[src/rtl/alu4_wide_seq.sv]
// Multi-nibble sequencer for a shared 4-bit ALU: one wide request in, LSB-first nibble passes, one wide response out.
// Define ALU4_SEQ_B2B_EN to let a new request be accepted in the same edge that retires the response.
module alu4_wide_seq #(
  parameter int NIBBLES = 4
) (
  input  logic                 clk,
  input  logic                 rst_n,
  input  logic                 req_valid,
  output logic                 req_ready,
  input  logic [4*NIBBLES-1:0] req_a,
  input  logic [4*NIBBLES-1:0] req_b,
  input  logic [3:0]           req_sel,
  input  logic                 req_mode,
  input  logic                 req_cin,
  output logic                 rsp_valid,
  input  logic                 rsp_ready,
  output logic [4*NIBBLES-1:0] rsp_f,
  output logic                 rsp_cout,
  output logic                 rsp_zero,
  output logic [3:0]           alu_a,
  output logic [3:0]           alu_b,
  output logic [3:0]           alu_sel,
  output logic                 alu_mode,
  output logic                 alu_cin,
  input  logic [3:0]           alu_f,
  input  logic                 alu_cout,
  output logic [1:0]           state_dbg
);

  // Handshakes: a transfer happens on a rising edge where valid and ready are both high;
  // the sender holds its payload stable from valid until that edge.

  localparam int W  = 4 * NIBBLES;
  localparam int IW = $clog2(NIBBLES);
  localparam logic [IW-1:0] LAST = IW'(NIBBLES - 1);

  typedef enum logic [1:0] {
    IDLE = 2'd0,
    RUN  = 2'd1,
    DONE = 2'd2
  } state_t;

  state_t          state, state_next;
  logic            accept;
  logic [IW-1:0]   idx;
  logic [W-1:0]    a_q, b_q, res;
  logic [3:0]      sel_q;
  logic            mode_q, cin_q, carry_reg;

  assign state_dbg = state;
  assign rsp_valid = (state == DONE);
  assign rsp_f     = res;
  assign rsp_cout  = carry_reg;
  assign rsp_zero  = (res == '0);

  always_ff @(posedge clk) begin
    if (!rst_n) state <= IDLE;
    else        state <= state_next;
  end

  always_comb begin
    state_next = state;
    accept     = 1'b0;
    req_ready  = 1'b0;
    case (state)
      IDLE: begin
        req_ready = 1'b1;
        if (req_valid) begin
          accept     = 1'b1;
          state_next = RUN;
        end
      end
      RUN: begin
        if (idx == LAST) state_next = DONE;
      end
      DONE: begin
`ifdef ALU4_SEQ_B2B_EN
        req_ready = rsp_ready;
        if (rsp_ready) begin
          if (req_valid) begin
            accept     = 1'b1;
            state_next = RUN;
          end else begin
            state_next = IDLE;
          end
        end
`else
        if (rsp_ready) state_next = IDLE;
`endif
      end
      default: state_next = IDLE;
    endcase
    // Ready is withheld while reset is asserted, even though the state already reads IDLE.
    if (!rst_n) begin
      req_ready = 1'b0;
      accept    = 1'b0;
    end
  end

  always_comb begin
    alu_a    = 4'd0;
    alu_b    = 4'd0;
    alu_sel  = 4'd0;
    alu_mode = 1'b0;
    alu_cin  = 1'b0;
    if (state == RUN) begin
      alu_a    = a_q[{idx, 2'b00} +: 4];
      alu_b    = b_q[{idx, 2'b00} +: 4];
      alu_sel  = sel_q;
      alu_mode = mode_q;
      alu_cin  = (idx == '0) ? cin_q : carry_reg;
    end
  end

  always_ff @(posedge clk) begin
    if (!rst_n) begin
      idx       <= '0;
      a_q       <= '0;
      b_q       <= '0;
      sel_q     <= 4'd0;
      mode_q    <= 1'b0;
      cin_q     <= 1'b0;
      res       <= '0;
      carry_reg <= 1'b0;
    end else if (accept) begin
      idx    <= '0;
      a_q    <= req_a;
      b_q    <= req_b;
      sel_q  <= req_sel;
      mode_q <= req_mode;
      cin_q  <= req_cin;
    end else if (state == RUN) begin
      // Carry is chained even in logic mode; the response reports whatever the ALU returned.
      res[{idx, 2'b00} +: 4] <= alu_f;
      carry_reg              <= alu_cout;
      if (idx != LAST) idx <= idx + 1'b1;
    end
  end

endmodule
[config.mk]
export PLATFORM = sky130hd
export DESIGN_NAME = alu4_wide_seq
export DESIGN_NICKNAME = d
export VERILOG_FILES = /design/src/rtl/alu4_wide_seq.sv
export SDC_FILE = /design/constraint.sdc
export NUM_CORES = 1
export LEC_CHECK = 0
export ABC_AREA = 1
export CELL_PAD_IN_SITES_DETAIL_PLACEMENT = 1
export CELL_PAD_IN_SITES_GLOBAL_PLACEMENT = 2
export CORE_MARGIN = 2
export CORE_UTILIZATION = 29
export CTS_BUF_LIST = sky130_fd_sc_hd__clkbuf_8
export CTS_CLUSTER_SIZE = 30
export DETAILED_ROUTE_END_ITERATION = 6
export PLACE_DENSITY = 0.86
export SLEW_MARGIN = 20
export SYNTH_ARGS = -nofsm -noshare
export SYNTH_HDL_FRONTEND = slang
export SYNTH_SLANG_ARGS = --single-unit
[constraint.sdc]
create_clock -name clk -period 4.39 [get_ports clk]
set_input_delay 1.0975 -clock clk [delete_from_list [all_inputs] [get_ports clk]]
set_output_delay 1.0975 -clock clk [all_outputs]
set_load 0.1 [all_outputs]
==> results of run 1 <==
==> sequential cells by signal (all words and copies together), names as in the netlist <==
signal	count
state_dbg	2
idx	2
cin_q	1
mode_q	1
sel_q	4
rsp_cout	1
rsp_f	16
b_q	16
a_q	16
==> power by group <==
| group | switching [mW] | internal [mW] |
|---|---|---|
| Clock | 0.222 | 0.214 |
| Combinational | 0.282 | 0.119 |
| Sequential | 0.0199 | 0.569 |
| Total | 0.524 | 0.902 |
==> worst register-to-register path: cells and delay by family, from the launching register on <==
kind                     cells  cell delay, ns
AO/OA/AOI/OAI                1            0.13
adder cells (fa/ha/maj)      1            0.42
buffers and inverters        2            0.62
flip-flops                   1            0.65
AND/OR/NAND/NOR              3            0.36
==> cell usage after synthesis (all sizes together) <==
library cell / count / area (um^2)
dfxtp: 59 / 1180
a21oi: 23 / 119
buf: 19 / 138
nor2: 47 / 186
nor3: 1 / 16.3
o211ai: 8 / 60.1
nand3: 50 / 265
clkinv: 1 / 3.75
clkbuf: 1 / 3.75
inv: 41 / 154
o21ai: 39 / 308
nand4: 2 / 12.5
nand2: 78 / 300
ha: 6 / 75.1
==> worst max path at each step <==
| stage | slack, ns | end | startpoint | cells past startpoint |
|---|---|---|---|---|
| 4_1_cts | 0.88 | alu_cin | idx[1] | 4 |
| 6_report | 0.90 | alu_cin | idx[1] | 4 |
| 5_1_grt | 0.67 | alu_cin | idx[1] | 4 |
| 3_5_place_dp | 0.98 | req_ready | rst_n | 4 |
| 3_3_place_gp | 1.0 | req_ready | rst_n | 4 |
| 2_1_floorplan | 0.37 | alu_a[0] | state_dbg[0] | 4 |
==> final cells by class <==
cell class / count / area (um^2) / share of cell area
Clock buffer: 10 / 138 / 0.0358
Clock inverter: 5 / 30.0 / 0.00781
Inverter: 42 / 158 / 0.0410
Multi-Input combinational cell: 254 / 1340 / 0.349
Sequential cell: 59 / 1180 / 0.307
Tap cell: 133 / 166 / 0.0433
Timing Repair Buffer: 85 / 831 / 0.216
==> cell families (layout without fill, tap and decap cells) <==
kind of cell	count (synthesis)	after routing	synth area share
buffers and inverters	62	142	0.106
adders and majority gates	6	6	0.0266
DFF	59	59	0.418
AOI/OAI and AO/OA	70	70	0.172
and+or+nand+nor	178	178	0.277
==> metrics by stage <==
step	cells	instance area, um^2	setup WS, ns
after floorplan	375	2820	0.367
after global placement	573	3680	0.996
after detailed placement	573	3680	0.976
after CTS	588	3850	0.877
after global routing	588	3850	0.672
final	588	3850	0.903
==> placed cells by master, fill, tap and decap left out, types with 3 or more instances in the layout <==
master	n
a21oi_1	22
buf_4	16
clkbuf_8	10
clkdlybuf4s50_1	67
clkinv_2	3
dfxtp_1	59
ha_1	6
inv_1	37
inv_2	4
nand2_1	77
nand3_1	47
nand3_2	3
nor2_1	43
nor2_2	4
o211ai_1	8
o21ai_0	7
o21ai_2	30
==> layer usage <==
layer / vias to the layer above / wire length (um) / GRT usage
li1: 1367 / - / -
met3: 13 / 304 / 0.0386
met5: - / 0 / 0
met4: 0 / 175 / 0.0687
met2: 45 / 3750 / 0.263
met1: 1214 / 3670 / 0.208
==> results.yml, run 1 <==
setup_path:
  worstReg2RegStart: "idx[1]"
  rrSetupSlack_ns: 2.14
  startpoint_type: "flop"
  slowest_stage: "dfxtp_1"
  cpPeakStageDelay_ns: 0.65
  path_cells: "clkinv_1 -> ha_1 -> a21oi_1 -> buf_12"
  crit_fanout: 13
  crit_family: "buffers and inverters"
  worstSetupEndpointType: "primary output"
  cp_data_required_time_ns: 3.29
  rr_worst_depth: 7
  worst-setup-path-type: "reg2out"
  reg2reg_to: "rsp_f[13]"
  path_buf_inv: 2
  arrival_ns: 2.39
timing:
  fin_crit_sh: 0.794
  timing.slew.headroom: 0.348
  final.setup.tns_ns: 0
  rsz0062_at_grt: "no"
  setup_viol: 0
  timing.hold.ws_ns: 0.450
  fin_skew_ns: 0.00656
  fmaxAchievable_mhz: 287
  tightest_slew_ns: 0.975
  slew_viol_final: 0
  hold_viol: 0
  min_period_ns: 3.49
synthesis:
  yosysSeqAreaShare: 0.418
  synth_area_um2: 2820
  syn_inst: 375
  synth.distinct_cells: 24
  ys_seq_elements: 59
  synth_nets: 428
  yosysWarnings: 0
  syn_avg_cell_area_um2: 7.53
floorplan:
  io-pin-count: 83
  die_y_um: 103
  row_count: 36
  die_w_um: 103
  start_util: 0.294
  die_area_um2: 10500
  core_area_um2: 9590
cells_and_area:
  synthToLayoutAreaGrowth_pct: 36.3
  drive_above_1_share: 0.169
  nFillCells: 1192
  num-nets-final: 504
  antenna_cells: 0
  post-route-util: 0.401
clocking:
  h-tree-depth: 3
  clk_pin_slew_worst_paths_ns: 0.07
  tritoncts: "yes"
  cts_resized: 0
  clock_path_buffers: 2
  cts_num_sinks: 59
  cts_inserted_buffers: 9
  root_buffer: "clkbuf_8"
  insertion_delay_ns: 0.34
  cts_setup_buffers: 0
  cts_hold_buf: 0
pwr:
  peakVddDrop_mv: 0.112
  power_density_nw_per_um2: 371
  total_power_mw: 1.43
  p_leak_nw: 1.50
place:
  portBuffers: 82
  dp_hpwl_um: 5700
  place.gp.congestion: 0.766
hold_path:
  hold_path_depth: 2
  holdCritStartpoint: "b_q[8]"
  hold_path_end: "b_q[8]"
  min_path_type: "reg2reg"
global_route:
  grt_max_degree: 40
  grt_remaining_overflow: 0
  grt_pass1_wl_um: 13100
  grt_use_total: 0.163
  antenna_found_initial: 0
  grt_pass1_vias: 2714
route:
  viasPerCell: 4.49
  drt_pre_antenna_iters: 4
  avgRoutedWirePerCell_um: 13.4
  first_iter_violations: 67
  dr_total_vias: 2639
  final_antenna_net_count: 0
  wirelength_um: 7910
  drc_errors: 0
flow_run:
  drv_cap: 0
outcome:
  status: "completed"
Note: power is estimated with default switching activity, not from simulation.
==> run 2, diff against run 1 <==
--- a/config.mk
+++ b/config.mk
@@ -9,11 +9,11 @@
 export CELL_PAD_IN_SITES_DETAIL_PLACEMENT = 1
 export CELL_PAD_IN_SITES_GLOBAL_PLACEMENT = 2
 export CORE_MARGIN = 2
-export CORE_UTILIZATION = 29
+export CORE_UTILIZATION = 27
 export CTS_BUF_LIST = sky130_fd_sc_hd__clkbuf_8
 export CTS_CLUSTER_SIZE = 30
 export DETAILED_ROUTE_END_ITERATION = 6
-export PLACE_DENSITY = 0.86
+export PLACE_DENSITY = 0.8
 export SLEW_MARGIN = 20
 export SYNTH_ARGS = -nofsm -noshare
 export SYNTH_HDL_FRONTEND = slang
==> constraint.sdc (replaced) <==
create_clock -name clk -period 3.45 [get_ports clk]
set_input_delay 0.8625 -clock clk [delete_from_list [all_inputs] [get_ports clk]]
set_output_delay 0.8625 -clock clk [all_outputs]
set_load 0.1 [all_outputs]
==> results.yml, run 2 (synthesis results as in run 1) <==
global_route:
  grt_pass1_vias: 2820
  grt_pass1_wl_um: 13900
  grt_use_total: 0.158
  antenna_found_initial: 0
  grt_remaining_overflow: 0
  grt_max_degree: 40
route:
  avgRoutedWirePerCell_um: 13.9
  first_iter_violations: 45
  final_antenna_net_count: 0
  drt_pre_antenna_iters: 4
  drc_errors: 0
  dr_total_vias: 2666
  viasPerCell: 4.49
  wirelength_um: 8280
pwr:
  power_frac_seq: 0.400
  peakVddDrop_mv: 0.167
  comb_power_share: 0.289
  p_leak_nw: 1.60
  switching_share: 0.355
  p_int_mw: 1.20
  clockPowerShare: 0.310
  switching_power_mw: 0.663
  power_density_nw_per_um2: 474
setup_path:
  worstSetupEndpointType: "primary output"
  rrSetupSlack_ns: 1.66
  arrival_ns: 1.98
  critical_path.endpoint: "req_ready"
  startpoint_type: "input pin"
  worstReg2RegStart: "idx[1]"
  cp_data_required_time_ns: 2.59
  crit_start: "rst_n"
  worst-setup-path-type: "in2out"
  rr_worst_depth: 7
  crit_fanout: 6
  reg2reg_to: "rsp_f[5]"
clocking:
  clock_path_buffers: 2
  cts_resized: 0
  clk_pin_slew_worst_paths_ns: 0.07
  tritoncts: "yes"
  root_buffer: "clkbuf_8"
  cts_inserted_buffers: 9
  cts_hold_buf: 0
  cts_setup_buffers: 0
  insertion_delay_ns: 0.34
  h-tree-depth: 3
  cts_num_sinks: 59
place:
  pre_cts_ws_ns: 0.593
  place.gp.congestion: 0.754
  portBuffers: 82
  dp_hpwl_um: 5920
floorplan:
  die_y_um: 106
  start_util: 0.276
  io-pin-count: 83
  row_count: 37
  die_w_um: 106
  core_area_um2: 10200
  die_area_um2: 11300
timing:
  slew_viol_final: 0
  rsz0062_at_grt: "no"
  worst_slack_ns: 0.610
  fin_crit_sh: 0.823
  hold_viol: 0
  tightest_slew_ns: 0.835
  setup_viol: 0
  min_period_ns: 2.84
  timing.slew.headroom: 0.443
  fin_skew_ns: 0.0119
  fmaxAchievable_mhz: 352
cells_and_area:
  num-nets-final: 507
  synthToLayoutAreaGrowth_pct: 39.4
  antenna_cells: 0
  post-route-util: 0.385
  drive_above_1_share: 0.221
  final_common_cell: "nand2_1"
  layout_common_cells: "77 x nand2_1, 59 x dfxtp_1, 47 x nand3_1"
flow_run:
  drv_cap: 0
hold_path:
  min_path_type: "reg2reg"
outcome:
  status: "completed"
==> run 2: final cells by class <==
cell class                 instances  area (um^2)
clock inverter                     3         13.8
multi-input combinational        254         1350
fill                            1258         6300
clock buffer                      12          165
inverter                          42          158
sequential                        59         1180
timing repair buffer              88          901
tap                              136          170
==> run 2: metal layers <==
metal  global-route usage  up-vias  share of wire
li1                     -     1372              -
met3               0.0411       10          0.037
met1                0.188     1238           0.45
met2                0.274       46           0.50
met5                    0        -              0
met4               0.0564        0          0.016
==> run 2: worst min-delay path by stage <==
stage          slack [ns]    start      end  cells after the start
2_1_floorplan        0.42  a_q[10]  a_q[10]                      2
3_3_place_gp         0.43   a_q[8]   a_q[8]                      2
3_5_place_dp         0.44  b_q[11]  b_q[11]                      2
4_1_cts              0.45  b_q[11]  b_q[11]                      2
5_1_grt              0.48  a_q[10]  a_q[10]                      2
6_report             0.45  b_q[11]  b_q[11]                      2
==> run 2: power groups by stage <==
stage | Clock, mW | Sequential (mW) | Combinational (mW)
after floorplan | 0 | 0.819 | 0.320
after global placement | 0 | 0.761 | 0.542
after detailed placement | 0 | 0.762 | 0.548
after CTS | 0.597 | 0.746 | 0.550
after global routing | 0.630 | 0.751 | 0.585
final | 0.579 | 0.747 | 0.540
==> run 2: through the flow <==
stage / cell area [um^2] / TNS (ns) / power [mW] / hold WS [ns] / instances
2_1_floorplan: 2830 / -2.82 / 1.14 / 0.419 / 375
3_3_place_gp: 3760 / 0 / 1.30 / 0.431 / 579
3_5_place_dp: 3760 / 0 / 1.31 / 0.437 / 579
4_1_cts: 3940 / 0 / 1.89 / 0.452 / 594
5_1_grt: 3940 / 0 / 1.97 / 0.481 / 594
6_report: 3940 / 0 / 1.87 / 0.449 / 594
==> run 2: critical path, cell delays in order <==
cell,delay [ns]
clkdlybuf4s50_1,0.59
inv_2,0.10
nor3_4,0.21
buf_12,0.21
